<file path="src/rtl/lfsr_rng_if.sv">
// Sample handshake between the LFSR random source and its consumer.
// The producer drives rnd/rnd_valid; the consumer answers with rnd_ready.
interface lfsr_rng_if #(
    parameter int WIDTH = 16
);
    logic [WIDTH-1:0] rnd;
    logic             rnd_valid;
    logic             rnd_ready;

    modport master (
        output rnd,
        output rnd_valid,
        input  rnd_ready
    );

    modport slave (
        input  rnd,
        input  rnd_valid,
        output rnd_ready
    );
endinterface

</file>
<file path="src/rtl/lfsr_rng.sv">
// Fibonacci shift-left LFSR that publishes one sample every SHIFTS shifts
// through a registered valid/ready output stage with a sticky overrun flag.
module lfsr_rng #(
    parameter int               WIDTH  = 16,
    parameter logic [WIDTH-1:0] TAPS   = 16'hB400,
    parameter logic [WIDTH-1:0] SEED   = 1,
    parameter int               SHIFTS = 13
) (
    input  logic             clock,
    input  logic             reset,
    input  logic             enable,
    input  logic             seed_load,
    input  logic [WIDTH-1:0] seed_in,
    output logic [WIDTH-1:0] lfsr_state,
    output logic             overrun,
    lfsr_rng_if.master       rndIf
);
    localparam int               CNT_W    = $clog2(SHIFTS + 1);
    localparam logic [WIDTH-1:0] EFF_SEED = (SEED == '0) ? WIDTH'(1) : SEED;
    localparam logic [CNT_W-1:0] LAST_CNT = CNT_W'(SHIFTS - 1);

    typedef enum logic {
        EMPTY = 1'b0,
        FULL  = 1'b1
    } fsm_t;

    logic [WIDTH-1:0] stateQ, stateD;
    logic [CNT_W-1:0] countQ, countD;
    logic [WIDTH-1:0] rndQ, rndD;
    logic             overrunQ, overrunD;
    fsm_t             fsmQ, fsmD;

    logic             feedback;
    logic [WIDTH-1:0] shifted;
    logic             sampleEvt;

    always_ff @(posedge clock or posedge reset) begin
        if (reset) begin
            stateQ   <= EFF_SEED;
            countQ   <= '0;
            rndQ     <= '0;
            overrunQ <= 1'b0;
            fsmQ     <= EMPTY;
        end else begin
            stateQ   <= stateD;
            countQ   <= countD;
            rndQ     <= rndD;
            overrunQ <= overrunD;
            fsmQ     <= fsmD;
        end
    end

    // A tap mask without the MSB could collapse the register to zero; fall
    // back to the seed so the all-zero lock-up state can never be entered.
    always_comb begin
        feedback  = ^(stateQ & TAPS);
        shifted   = {stateQ[WIDTH-2:0], feedback};
        if (shifted == '0) begin
            shifted = EFF_SEED;
        end

        stateD    = stateQ;
        countD    = countQ;
        sampleEvt = 1'b0;
        if (seed_load) begin
            stateD = (seed_in == '0) ? EFF_SEED : seed_in;
            countD = '0;
        end else if (enable) begin
            stateD = shifted;
            if (countQ == LAST_CNT) begin
                countD    = '0;
                sampleEvt = 1'b1;
            end else begin
                countD = countQ + CNT_W'(1);
            end
        end
    end

    // A fresh sample replaces the held one only if the old one is consumed
    // in the same cycle; otherwise it is dropped and overrun latches.
    always_comb begin
        fsmD     = fsmQ;
        rndD     = rndQ;
        overrunD = overrunQ;
        case (fsmQ)
            EMPTY: begin
                if (sampleEvt) begin
                    fsmD = FULL;
                    rndD = shifted;
                end
            end
            FULL: begin
                if (sampleEvt) begin
                    if (rndIf.rnd_ready) begin
                        rndD = shifted;
                    end else begin
                        overrunD = 1'b1;
                    end
                end else if (rndIf.rnd_ready) begin
                    fsmD = EMPTY;
                end
            end
            default: begin
                fsmD = EMPTY;
            end
        endcase
    end

    assign lfsr_state      = stateQ;
    assign overrun         = overrunQ;
    assign rndIf.rnd       = rndQ;
    assign rndIf.rnd_valid = (fsmQ == FULL);
endmodule
</file>
<file path="src/flat_wrapper.sv">
// flat-port wrapper written by rule: the top's interface ports become plain ports
module lfsr_rng_flat 
#(
    parameter int               WIDTH  = 16,
    parameter logic [WIDTH-1:0] TAPS   = 16'hB400,
    parameter logic [WIDTH-1:0] SEED   = 1,
    parameter int               SHIFTS = 13
)
  (clock, reset, enable, seed_load, seed_in, lfsr_state, overrun, rndIf_rnd, rndIf_rnd_valid, rndIf_rnd_ready);
  lfsr_rng_if #(.WIDTH(WIDTH)) rndIf_i ();
  input  logic clock;
  input  logic reset;
  input  logic enable;
  input  logic seed_load;
  input  logic [WIDTH-1:0] seed_in;
  output logic [WIDTH-1:0] lfsr_state;
  output logic overrun;
  output wire logic [$bits(rndIf_i.rnd)-1:0] rndIf_rnd;
  output wire logic [$bits(rndIf_i.rnd_valid)-1:0] rndIf_rnd_valid;
  input wire logic [$bits(rndIf_i.rnd_ready)-1:0] rndIf_rnd_ready;
  assign rndIf_rnd = rndIf_i.rnd;
  assign rndIf_rnd_valid = rndIf_i.rnd_valid;
  assign rndIf_i.rnd_ready = rndIf_rnd_ready;
  lfsr_rng #(.WIDTH(WIDTH), .TAPS(TAPS), .SEED(SEED), .SHIFTS(SHIFTS)) u_core (.clock(clock), .reset(reset), .enable(enable), .seed_load(seed_load), .seed_in(seed_in), .lfsr_state(lfsr_state), .overrun(overrun), .rndIf(rndIf_i));
endmodule
</file>
<file path="config.mk">
export PLATFORM = sky130hd
export DESIGN_NAME = lfsr_rng_flat
export DESIGN_NICKNAME = d
export VERILOG_FILES = /design/src/rtl/lfsr_rng_if.sv /design/src/rtl/lfsr_rng.sv /design/src/flat_wrapper.sv
export SDC_FILE = /design/constraint.sdc
export NUM_CORES = 1
export LEC_CHECK = 0
export BUFFER_PORTS_ARGS = -buffer_cell sky130_fd_sc_hd__buf_2
export CORE_ASPECT_RATIO = 0.9
export CORE_UTILIZATION = 46
export CTS_BUF_LIST = sky130_fd_sc_hd__clkbuf_8
export CTS_CLUSTER_SIZE = 8
export DETAILED_ROUTE_END_ITERATION = 8
export GPL_TIMING_DRIVEN = 0
export PLACE_DENSITY = 0.73
export SLEW_MARGIN = 10
export SYNTH_ARGS = -nofsm -noshare
export SYNTH_HDL_FRONTEND = slang
export SYNTH_SLANG_ARGS = --single-unit
</file>
<file path="constraint.sdc">
create_clock -name clock -period 2.36 [get_ports clock]
set_input_delay 0.472 -clock clock [delete_from_list [all_inputs] [get_ports clock]]
set_output_delay 0.472 -clock clock [all_outputs]
set_load 0.005 [all_outputs]
</file>
==> reports/results.ini <==
[status]
status=finished, final reports clean

[route]
drt_first_pass_iters=4
antenna_left=0
vias_per_cell=5.58
wl_met2_mm=1.85
wl_met1_mm=1.80
wl_mm=3.95
drt-initial-drc-count=63
met3_length_um=220
vias=1423
wl_per_cell_um=15.5
highest_layer=met4
post-route-drc-count=0

[sta]
hold_slack_ps=321
worstMarginPinSlew_ps=790
fin_crit_sh_pct=90.8
fmax_mhz=467
report.final.slew_viol_count=0
timing_hold_violations_final=0
max-slew-margin-rel_pct=46.6
fin_ws_ps=217
setup_violations=0
final.setup_skew_ps=4.74
rsz0062_at_grt=no
setup_tns_ps=0
finalCriticalPeriod_ps=2140

[placement]
post-place-ws_ps=204
hpwl_mm=2.95
portBuffers=54
gp_congestion=0.817

[yosys]
syn_area_mm2=0.00174
synth_top_area_cell=dfrtp_1
synth_cell_types=27
synth-seq-cells=38
synth_nets=174
synthTopCellsByArea=dfrtp_1, mux2i_1, mux2_2
synth_top_cell_area_share_pct=53.2
yosys_warnings=0
yosysSeqAreaShare_pct=54.7
netlist_instances=151
avgSynthCellArea_um2=11.5

[cells_and_area]
fin_util_pct=61.3
seq_area_um2=952
most-common-layout-cells=buf_2, dfrtp_1, o21ai_0, nand2_1, mux2i_1
multi_input_area_um2=734
layout.nets=235
area_growth_pct=23.4
layout_commonest_cell=buf_2
drive_gt1_share_pct=38.4
n_fill_cell=306
diodes=0

[floorplan]
core_area_mm2=0.00350
dieArea_mm2=0.00403
die_w_um=66.8
num_io_pins=55
initial_core_util_pct=49.7
dieHeight_um=60.4
rows=20

[worst_setup_path]
crit_slowest_cell=nor4_4
critPathTopFamily=simple AND/OR/NAND/NOR gates
required_ps=2530
critPathMaxFanout=10
start_kind=flip-flop
slowest_delay_ps=590
crit_arrival_ps=2320
crit_chain=inv_1 -> ha_1 -> nand2_1 -> nor4_4 -> buf_6 -> mux2_2
crit_buf_inv=2
critPathKind=flip-flop to flip-flop
crit_path_end_kind=flip-flop

[clocking]
cts_htree_levels=2
clockBufferDepth=2
postCtsSetupBuffers=0
ctsHoldBuffers=0
clock_latency_ps=290
tritoncts=yes
root_buffer=clkbuf_8
cts_sinks=38
cts-buffers-inserted=5
clkTransAtPathRegs_ps=70
post_cts_resize_count=0

[global_routing]
grt_max_degree=39
antenna_found_initial=0
grt_pass1_wl_mm=6.47
grt_overflow=0
grt_pass1_vias=1367
grt_usage_pct=22.6

[flow_run]
drv_cap=0

[power_and_ir_drop]
power_density_mw_per_mm2=622
ir_drop_mv=0.401
finalPower_mw=1.34
power_leakage_nw=1.13

[hold_path]
hold_path_class=primary input to asynchronous set/reset pin

==> cells by family after synthesis <==
kind of cell,count (synthesis),share of synthesized area [%]
flip-flops,38,54.7
AND/OR/NAND/NOR,37,11.4
multiplexers,32,19.5
AO/OA/AOI/OAI,27,8.41
buffers and inverters,12,3.09
XOR/XNOR,3,1.51
adder cells (fa/ha/maj),2,1.44
==> path summary, 6_finish.rpt <==
path	end	from	depth (start not counted)	slack [ps]
min in group clock	u_core.lfsr_state[4]$_DFFE_PP0P_	seed_in[4]	3	400
setup reg to reg	u_core.rndIf.rnd[14]$_DFFE_PP0P_	u_core.countQ[0]$_DFFE_PP0P_	6	220
hold / removal	u_core.rndIf.rnd[11]$_DFFE_PP0P_	reset	2	320
setup / recovery	u_core.rndIf.rnd[14]$_DFFE_PP0P_	u_core.countQ[0]$_DFFE_PP0P_	6	220
max in group asynchronous	u_core.lfsr_state[3]$_DFFE_PP0P_	reset	2	1550
hold reg to reg	u_core.overrun$_DFFE_PP0P_	u_core.overrun$_DFFE_PP0P_	1	470
==> synth_stat cells (all sizes together) <==
master  count
a21o        1
a21oi       4
a311oi      1
a31oi       1
a41oi       1
and4        1
buf         2
clkbuf      4
dfrtp      37
dfstp       1
ha          2
inv         6
mux2       15
mux2i      17
nand2      17
nand3b      1
nor2        3
nor2b       2
nor3        3
nor4        8
o21ai      19
or2         1
or4         1
xnor2       2
xor2        1
==> cell type report <==
class / instances / share of cell area (%)
Sequential cell: 38 / 44.3
Multi-Input combinational cell: 101 / 34.2
Timing Repair Buffer: 54 / 12.6
Clock buffer: 6 / 3.84
Tap cell: 44 / 2.56
Buffer: 6 / 1.46
Inverter: 6 / 1.05
==> stage by stage <==
| stage | std cells | cell area (um2) |
|---|---|---|
| 6_report | 255 | 2150 |
| 5_1_grt | 255 | 2150 |
| 4_1_cts | 255 | 2150 |
| 3_5_place_dp | 249 | 2070 |
| 3_3_place_gp | 249 | 2070 |
| 2_1_floorplan | 151 | 1740 |
==> worst reg2reg max path, delay by kind of cell, from the launching register on <==
| family | cells | cell delay, ps |
|---|---|---|
| and+or+nand+nor | 2 | 710 |
| DFF | 1 | 400 |
| buffers and inverters | 2 | 350 |
| muxes | 1 | 340 |
| adders and majority gates | 1 | 220 |
==> registers in the layout (all words and copies together), names as in the netlist <==
name,cells
u_core.overrun,1
u_core.rndIf.rnd,16
u_core.rndIf.rnd_valid,1
u_core.countQ,4
u_core.lfsr_state,16
==> power by group <==
group	total [mW]	switching (mW)	internal, mW
clock	0.431	0.206	0.225
combinational	0.170	0.0910	0.0791
sequential	0.735	0.0483	0.686
total	1.34	0.345	0.990
==> layer usage <==
metal  vias to the layer above  GRT usage, %
li1                        655             -
met1                       715          29.6
met2                        45          35.9
met3                         8          6.39
met4                         0          8.51
met5                         -             0
Note: power is estimated with default switching activity, not from simulation.
